<file path="src/rtl/uart_pkg.sv">
// Shared definitions for the parameterised UART transmitter.
//   PAR_NONE / PAR_EVEN / PAR_ODD : encodings of the par_mode input
//   state_e                       : transmitter FSM state encoding
//   par_enabled()                 : 1 when a par_mode value inserts a parity bit
package uart_pkg;

  localparam logic [1:0] PAR_NONE = 2'b00;
  localparam logic [1:0] PAR_EVEN = 2'b01;
  localparam logic [1:0] PAR_ODD  = 2'b10;

  typedef enum logic [2:0] {
    IDLE   = 3'd0,
    START  = 3'd1,
    DATA   = 3'd2,
    PARITY = 3'd3,
    STOP   = 3'd4
  } state_e;

  // 2'b11 is an alias for "no parity".
  function automatic logic par_enabled(input logic [1:0] mode);
    return (mode == PAR_EVEN) || (mode == PAR_ODD);
  endfunction

endpackage

</file>
<file path="src/rtl/uart_baud_gen.sv">
// Bit-period generator: a down-counter that produces a tick on the last
// cycle of every bit period.
//   clk  : rising-edge clock
//   rst  : synchronous active-low reset
//   en   : 1 while a frame is in progress; 0 keeps the counter preloaded
//   div  : cycles per bit for the NEXT bit period (0 behaves as 1)
//   tick : 1 on the final cycle of the current bit period
module uart_baud_gen #(
  parameter int BAUD_W = 20
) (
  input  logic              clk,
  input  logic              rst,
  input  logic              en,
  input  logic [BAUD_W-1:0] div,
  output logic              tick
);

  logic [BAUD_W-1:0] cnt_q, cnt_d;
  logic [BAUD_W-1:0] reload;

  // The counter holds "cycles left after this one", so a divisor of N
  // reloads N-1; a divisor of 0 reloads 0 exactly like a divisor of 1.
  assign reload = (div == '0) ? '0 : div - BAUD_W'(1);
  assign tick   = en && (cnt_q == '0);

  // While disabled the counter keeps reloading, so the first bit of a
  // frame already starts with a full count.
  always_comb begin
    cnt_d = cnt_q - BAUD_W'(1);
    if (!en || tick) cnt_d = reload;
  end

  always_ff @(posedge clk) begin
    if (!rst) cnt_q <= '0;
    else      cnt_q <= cnt_d;
  end

endmodule

</file>
<file path="src/rtl/uart_tx_param.sv">
// Parameterised UART transmitter with a one-entry holding register.
//   clk        : rising-edge clock
//   rst        : synchronous active-low reset (aborts any frame)
//   baud_div   : cycles per bit, 0 treated as 1, latched per frame
//   par_mode   : 00 none, 01 even, 10 odd, 11 none, latched per frame
//   stop2      : 1 = two stop bits, latched per frame
//   din        : word to send (DATA_W bits, LSB first)
//   din_valid  : din is offered
//   din_ready  : holding register empty
//   tx_out     : registered serial line, idle high
//   busy       : FSM is not IDLE
//   tx_done    : one-cycle pulse after the last stop bit
//   dbg_state  : current FSM state, for observation only
// Handshake: a word is taken on a rising edge where din_valid and din_ready
// are both 1; din_valid is ignored while din_ready is 0, and din_ready
// depends only on registered state, never combinationally on din_valid.
module uart_tx_param
  import uart_pkg::*;
#(
  parameter int DATA_W = 8,
  parameter int BAUD_W = 20
) (
  input  logic              clk,
  input  logic              rst,
  input  logic [BAUD_W-1:0] baud_div,
  input  logic [1:0]        par_mode,
  input  logic              stop2,
  input  logic [DATA_W-1:0] din,
  input  logic              din_valid,
  output logic              din_ready,
  output logic              tx_out,
  output logic              busy,
  output logic              tx_done,
  output state_e            dbg_state
);

  localparam int CNT_W = $clog2(DATA_W);

  state_e            state_q, state_d;
  logic [DATA_W-1:0] hold_q, hold_d;
  logic              hold_full_q, hold_full_d;
  logic [DATA_W-1:0] shift_q, shift_d;
  logic [CNT_W-1:0]  bit_cnt_q, bit_cnt_d;
  logic [BAUD_W-1:0] baud_q, baud_d;
  logic              par_en_q, par_en_d;
  logic              par_bit_q, par_bit_d;
  logic              stop2_q, stop2_d;
  logic              tx_q, tx_d;
  logic              done_q, done_d;

  logic accept;
  logic load;
  logic tick;

  assign accept    = din_valid && !hold_full_q;
  assign din_ready = !hold_full_q;
  assign busy      = (state_q != IDLE);
  assign tx_out    = tx_q;
  assign tx_done   = done_q;
  assign dbg_state = state_q;

  // baud_d is the divisor of the bit that starts on the next edge, so the
  // counter reload at a frame boundary already uses the new configuration.
  uart_baud_gen #(.BAUD_W(BAUD_W)) u_baud (
    .clk  (clk),
    .rst  (rst),
    .en   (busy),
    .div  (baud_d),
    .tick (tick)
  );

  always_comb begin
    state_d     = state_q;
    hold_d      = hold_q;
    hold_full_d = hold_full_q;
    shift_d     = shift_q;
    bit_cnt_d   = bit_cnt_q;
    baud_d      = baud_q;
    par_en_d    = par_en_q;
    par_bit_d   = par_bit_q;
    stop2_d     = stop2_q;
    done_d      = 1'b0;
    load        = 1'b0;

    case (state_q)
      IDLE: begin
        if (hold_full_q) load = 1'b1;
      end
      START: begin
        if (tick) begin
          state_d   = DATA;
          bit_cnt_d = '0;
        end
      end
      DATA: begin
        if (tick) begin
          shift_d = shift_q >> 1;
          if (bit_cnt_q == CNT_W'(DATA_W - 1)) begin
            bit_cnt_d = '0;
            state_d   = par_en_q ? PARITY : STOP;
          end else begin
            bit_cnt_d = bit_cnt_q + CNT_W'(1);
          end
        end
      end
      PARITY: begin
        if (tick) begin
          state_d   = STOP;
          bit_cnt_d = '0;
        end
      end
      STOP: begin
        if (tick) begin
          if (stop2_q && (bit_cnt_q == '0)) begin
            bit_cnt_d = CNT_W'(1);
          end else begin
            done_d = 1'b1;
            if (hold_full_q) load = 1'b1;
            else             state_d = IDLE;
          end
        end
      end
      default: state_d = IDLE;
    endcase

    // Frame start: move the held word into the shifter and snapshot the
    // configuration; the parity bit is computed once from the whole word.
    if (load) begin
      state_d     = START;
      shift_d     = hold_q;
      bit_cnt_d   = '0;
      baud_d      = baud_div;
      par_en_d    = par_enabled(par_mode);
      par_bit_d   = (^hold_q) ^ (par_mode == PAR_ODD);
      stop2_d     = stop2;
      hold_full_d = 1'b0;
    end

    // Evaluated after the drain so a coinciding accept leaves the register full.
    if (accept) begin
      hold_d      = din;
      hold_full_d = 1'b1;
    end

    case (state_d)
      START:   tx_d = 1'b0;
      DATA:    tx_d = shift_d[0];
      PARITY:  tx_d = par_bit_d;
      default: tx_d = 1'b1;
    endcase
  end

  always_ff @(posedge clk) begin
    if (!rst) begin
      state_q     <= IDLE;
      hold_q      <= '0;
      hold_full_q <= 1'b0;
      shift_q     <= '0;
      bit_cnt_q   <= '0;
      baud_q      <= '0;
      par_en_q    <= 1'b0;
      par_bit_q   <= 1'b0;
      stop2_q     <= 1'b0;
      tx_q        <= 1'b1;
      done_q      <= 1'b0;
    end else begin
      state_q     <= state_d;
      hold_q      <= hold_d;
      hold_full_q <= hold_full_d;
      shift_q     <= shift_d;
      bit_cnt_q   <= bit_cnt_d;
      baud_q      <= baud_d;
      par_en_q    <= par_en_d;
      par_bit_q   <= par_bit_d;
      stop2_q     <= stop2_d;
      tx_q        <= tx_d;
      done_q      <= done_d;
    end
  end

endmodule

</file>
<file path="config.mk">
export PLATFORM = sky130hd
export DESIGN_NAME = uart_tx_param
export DESIGN_NICKNAME = d
export VERILOG_FILES = /design/src/rtl/uart_pkg.sv /design/src/rtl/uart_baud_gen.sv /design/src/rtl/uart_tx_param.sv
export SDC_FILE = /design/constraint.sdc
export NUM_CORES = 1
export LEC_CHECK = 0
export BUFFER_PORTS_ARGS = -buffer_cell sky130_fd_sc_hd__buf_2
export CORE_ASPECT_RATIO = 0.5
export CORE_MARGIN = 5
export CORE_UTILIZATION = 53
export DETAILED_ROUTE_END_ITERATION = 6
export PLACE_DENSITY = 0.76
export SYNTH_ARGS = -nofsm -noshare
export SYNTH_HDL_FRONTEND = slang
export SYNTH_SLANG_ARGS = --single-unit
</file>
<file path="constraint.sdc">
create_clock -name clk -period 3.15 [get_ports clk]
set_input_delay 0.4725 -clock clk [delete_from_list [all_inputs] [get_ports clk]]
set_output_delay 0.4725 -clock clk [all_outputs]
set_load 0.02 [all_outputs]
</file>
==> results.yml <==
outcome:
  status: "completed"
flow_run:
  maxCapViolCount: 0
detailed_routing:
  totalWireLength_mm: 9.90
  drtIter0Drc: 270
  vias: 3622
  ant_nets: 0
  drc: 0
  wl_per_cell_um: 16.0
  first_pass_iters: 5
  vias_per_cell: 5.85
yosys:
  synth_largest_area_cell: "dfxtp_1"
  seq_area_frac_synth_pct: 35.1
  yosys_warnings: 0
  synthTopCellsByCount: "dfxtp_1 (68), nand2_1 (64), nor2_1 (55)"
  synthMostInstantiatedCell: "dfxtp_1"
  synth_async_sr_flop_share_pct: 0
  ys_types: 55
  synth_flop_cell: "dfxtp_1"
  synth_area_leaders: "dfxtp_1 (35%), xnor2_1 (7.5%), nand2_1 (6.2%), nor2_1 (5.3%), mux2i_1 (4.6%)"
  synth_edf_count: 0
  synth_nets: 518
  syn_area_um2: 3880
  syn_inst: 477
  ys_ff_latch: 68
  synth.top_cell.area_share_pct: 35.1
  synth_area_per_cell_um2: 8.13
sta:
  rsz0062_at_grt: "no"
  worst_slew_pin_slew_ns: 0.961
  final_max_slew_viol_count: 0
  min_period_over_period_pct: 91.4
  final_hold_viol_count: 0
  fin_crit_ns: 2.88
  finalSetupViolCount: 0
  timing.fmax_mhz: 347
  relSlewSlack_pct: 35.8
  worst_clock_skew_ns: 0.00603
  tns_ns: 0
power:
  power.leakage_nw: 1.70
  vdd_drop_max_v: 0.000339
  p_per_area_nw_per_um2: 666
critical_path:
  critical_path.top_delay_family: "simple AND/OR/NAND/NOR gates"
  cp.arrival_ns: 3.13
  cpPeakStageDelay_ns: 0.34
  r2r_start: "u_baud.cnt_q[12]$_SDFF_PN0_"
  r2r_end: "u_baud.cnt_q[16]$_SDFF_PN0_"
  crit_chain: "nor4_2, buf_4, nand4_1, o21a_1, mux2i_1, ha_1, nor3b_1, and4_1, a21oi_4, nand3_4, o32ai_2"
  r2r_setup_slack_ns: 0.27
  required_ns: 3.40
  start_kind: "flop"
  crit_type: "reg2reg"
  worst-path-max-fanout: 8
  crit_buf_inv: 1
  reg2reg_depth: 11
  end_kind: "flop"
  cp_slowest_cell: "dfxtp_1"
floorplan:
  core.rowCount: 22
  ios: 41
  dieArea_um2: 9230
  die_h_um: 70.5
  core_um2: 7210
  initial_core_util_pct: 53.7
  die_x_um: 131
clocking:
  numClockSinks: 68
  htree_levels: 3
  cts.hold.buffers_added: 0
  cts_tree: "built"
  cts_buffers: 9
  root_buffer: "clkbuf_16"
  cts_buffer_depth: 2
  clk_latency_ns: 0.34
  cts.clk_slew.worst_paths_ns: 0.06
global_route:
  grt_util_met3_pct: 5.19
  grt_max_degree: 48
  grt_pass1_vias: 3378
  grt_pass1_wl_mm: 16.2
  antenna_found_initial: 0
  grt_overflow: 0
  grt_use_met2_pct: 33.5
  use_met1_pct: 30.0
  track_usage_pct: 22.0
  busiest_layer: "met2"
worst_hold_path:
  worstHoldPathCells: 3
  worstHoldEndpoint: "hold_full_q$_SDFFE_PN0P_"
  holdCritStartpoint: "din_valid"
  hold_path_class: "in2reg"
placement:
  place_congestion: 0.897
  dp_hpwl_mm: 6.99
  io_buffers: 40
layout:
  syn2layout_area_growth_pct: 16.9
  utilization_pct: 62.9
  n_antenna_cell: 0
  drive_above_1_share_pct: 16.8
  num-nets-final: 559
==> sequential cells by signal (all words and copies together), names as in the netlist <==
register / flops
hold_q: 8
shift_q: 8
stop2_q: 1
baud_q: 20
hold_full_q: 1
u_baud.cnt_q: 20
tx_done: 1
par_en_q: 1
tx_out: 1
bit_cnt_q: 3
par_bit_q: 1
dbg_state: 3
==> logic make-up after synthesis <==
family	share of synthesized area, %
XOR/XNOR	10.2
multiplexers	4.94
buffers and inverters	3.42
flip-flops	35.1
AO/OA/AOI/OAI	17.1
adder cells (fa/ha/maj)	2.26
AND/OR/NAND/NOR	27.0
==> metrics by stage <==
stage	power (mW)	instance area, µm²	instances	hold slack (ns)	worst slack (ns)
final	3.02	4530	619	0.355	0.271
after global routing	3.17	4530	619	0.370	0.00893
after CTS	3.00	4510	619	0.350	0.0793
after detailed placement	1.99	4220	603	0.451	0.239
after global placement	1.98	4220	603	0.445	0.383
after floorplan	1.73	3880	477	0.432	0.00462
==> worst register-to-register path: stages, from the launching register on <==
cell and delay [ns]:
dfxtp_1 0.34, nor4_2 0.29, buf_4 0.19, nand4_1 0.18, o21a_1 0.26, mux2i_1 0.14, ha_1 0.23, nor3b_1 0.14
and4_1 0.23, a21oi_4 0.28, nand3_4 0.19, o32ai_2 0.30
==> power breakdown <==
group          leakage (nW)  internal [mW]  switching [mW]  total [mW]
sequential            0.557          0.967           0.105        1.07
combinational         0.999          0.416           0.525       0.941
clock                 0.145          0.609           0.397        1.01
total                  1.70           1.99            1.03        3.02
==> cell usage in the layout (no fill, tap or decap), drive strengths merged, types with 9 or more instances in the layout <==
cell type / count
dfxtp: 68
clkbuf: 9
nor4: 11
xor2: 12
a21oi: 34
inv: 9
buf: 54
nor3: 25
or3: 9
xnor2: 33
mux2i: 18
nor2: 55
nand2: 64
==> repair_timing <==
action,in CTS,in global routing
endpoints found under the setup margin,0,9
resized for setup,0,4
setup buffers,0,0
==> per-layer routing <==
layer | share of wire, % | routed length [µm] | up-vias
met1 | 46 | 4540 | 1686
met2 | 46 | 4510 | 115
met3 | 6.3 | 623 | 17
li1 | - | - | 1804
met4 | 2.3 | 227 | 0
met5 | 0 | 0 | -
==> area by class of cell <==
| class | count | area (µm²) |
|---|---|---|
| flip-flops and latches | 68 | 1360 |
| fillers | 641 | 2680 |
| well taps | 96 | 120 |
| inverters | 8 | 30.0 |
| repair buffers | 54 | 305 |
| clock buffers | 9 | 225 |
| multi-input cells | 377 | 2420 |
| clock inverters | 7 | 66.3 |
==> worst max-delay path by stage <==
stage / cells past startpoint / endpoint / slack [ns] / startpoint
2_1_floorplan: 12 / u_baud.cnt_q[12]$_SDFF_PN0_ / 0.005 / dbg_state[2]$_SDFF_PN0_
6_report: 11 / u_baud.cnt_q[16]$_SDFF_PN0_ / 0.27 / u_baud.cnt_q[12]$_SDFF_PN0_
3_3_place_gp: 10 / u_baud.cnt_q[12]$_SDFF_PN0_ / 0.38 / u_baud.cnt_q[15]$_SDFF_PN0_
4_1_cts: 11 / u_baud.cnt_q[16]$_SDFF_PN0_ / 0.08 / u_baud.cnt_q[12]$_SDFF_PN0_
5_1_grt: 11 / u_baud.cnt_q[0]$_SDFF_PN0_ / 0.009 / u_baud.cnt_q[12]$_SDFF_PN0_
3_5_place_dp: 10 / u_baud.cnt_q[16]$_SDFF_PN0_ / 0.24 / u_baud.cnt_q[15]$_SDFF_PN0_
No activity file was read; power rests on OpenSTA's default activity.
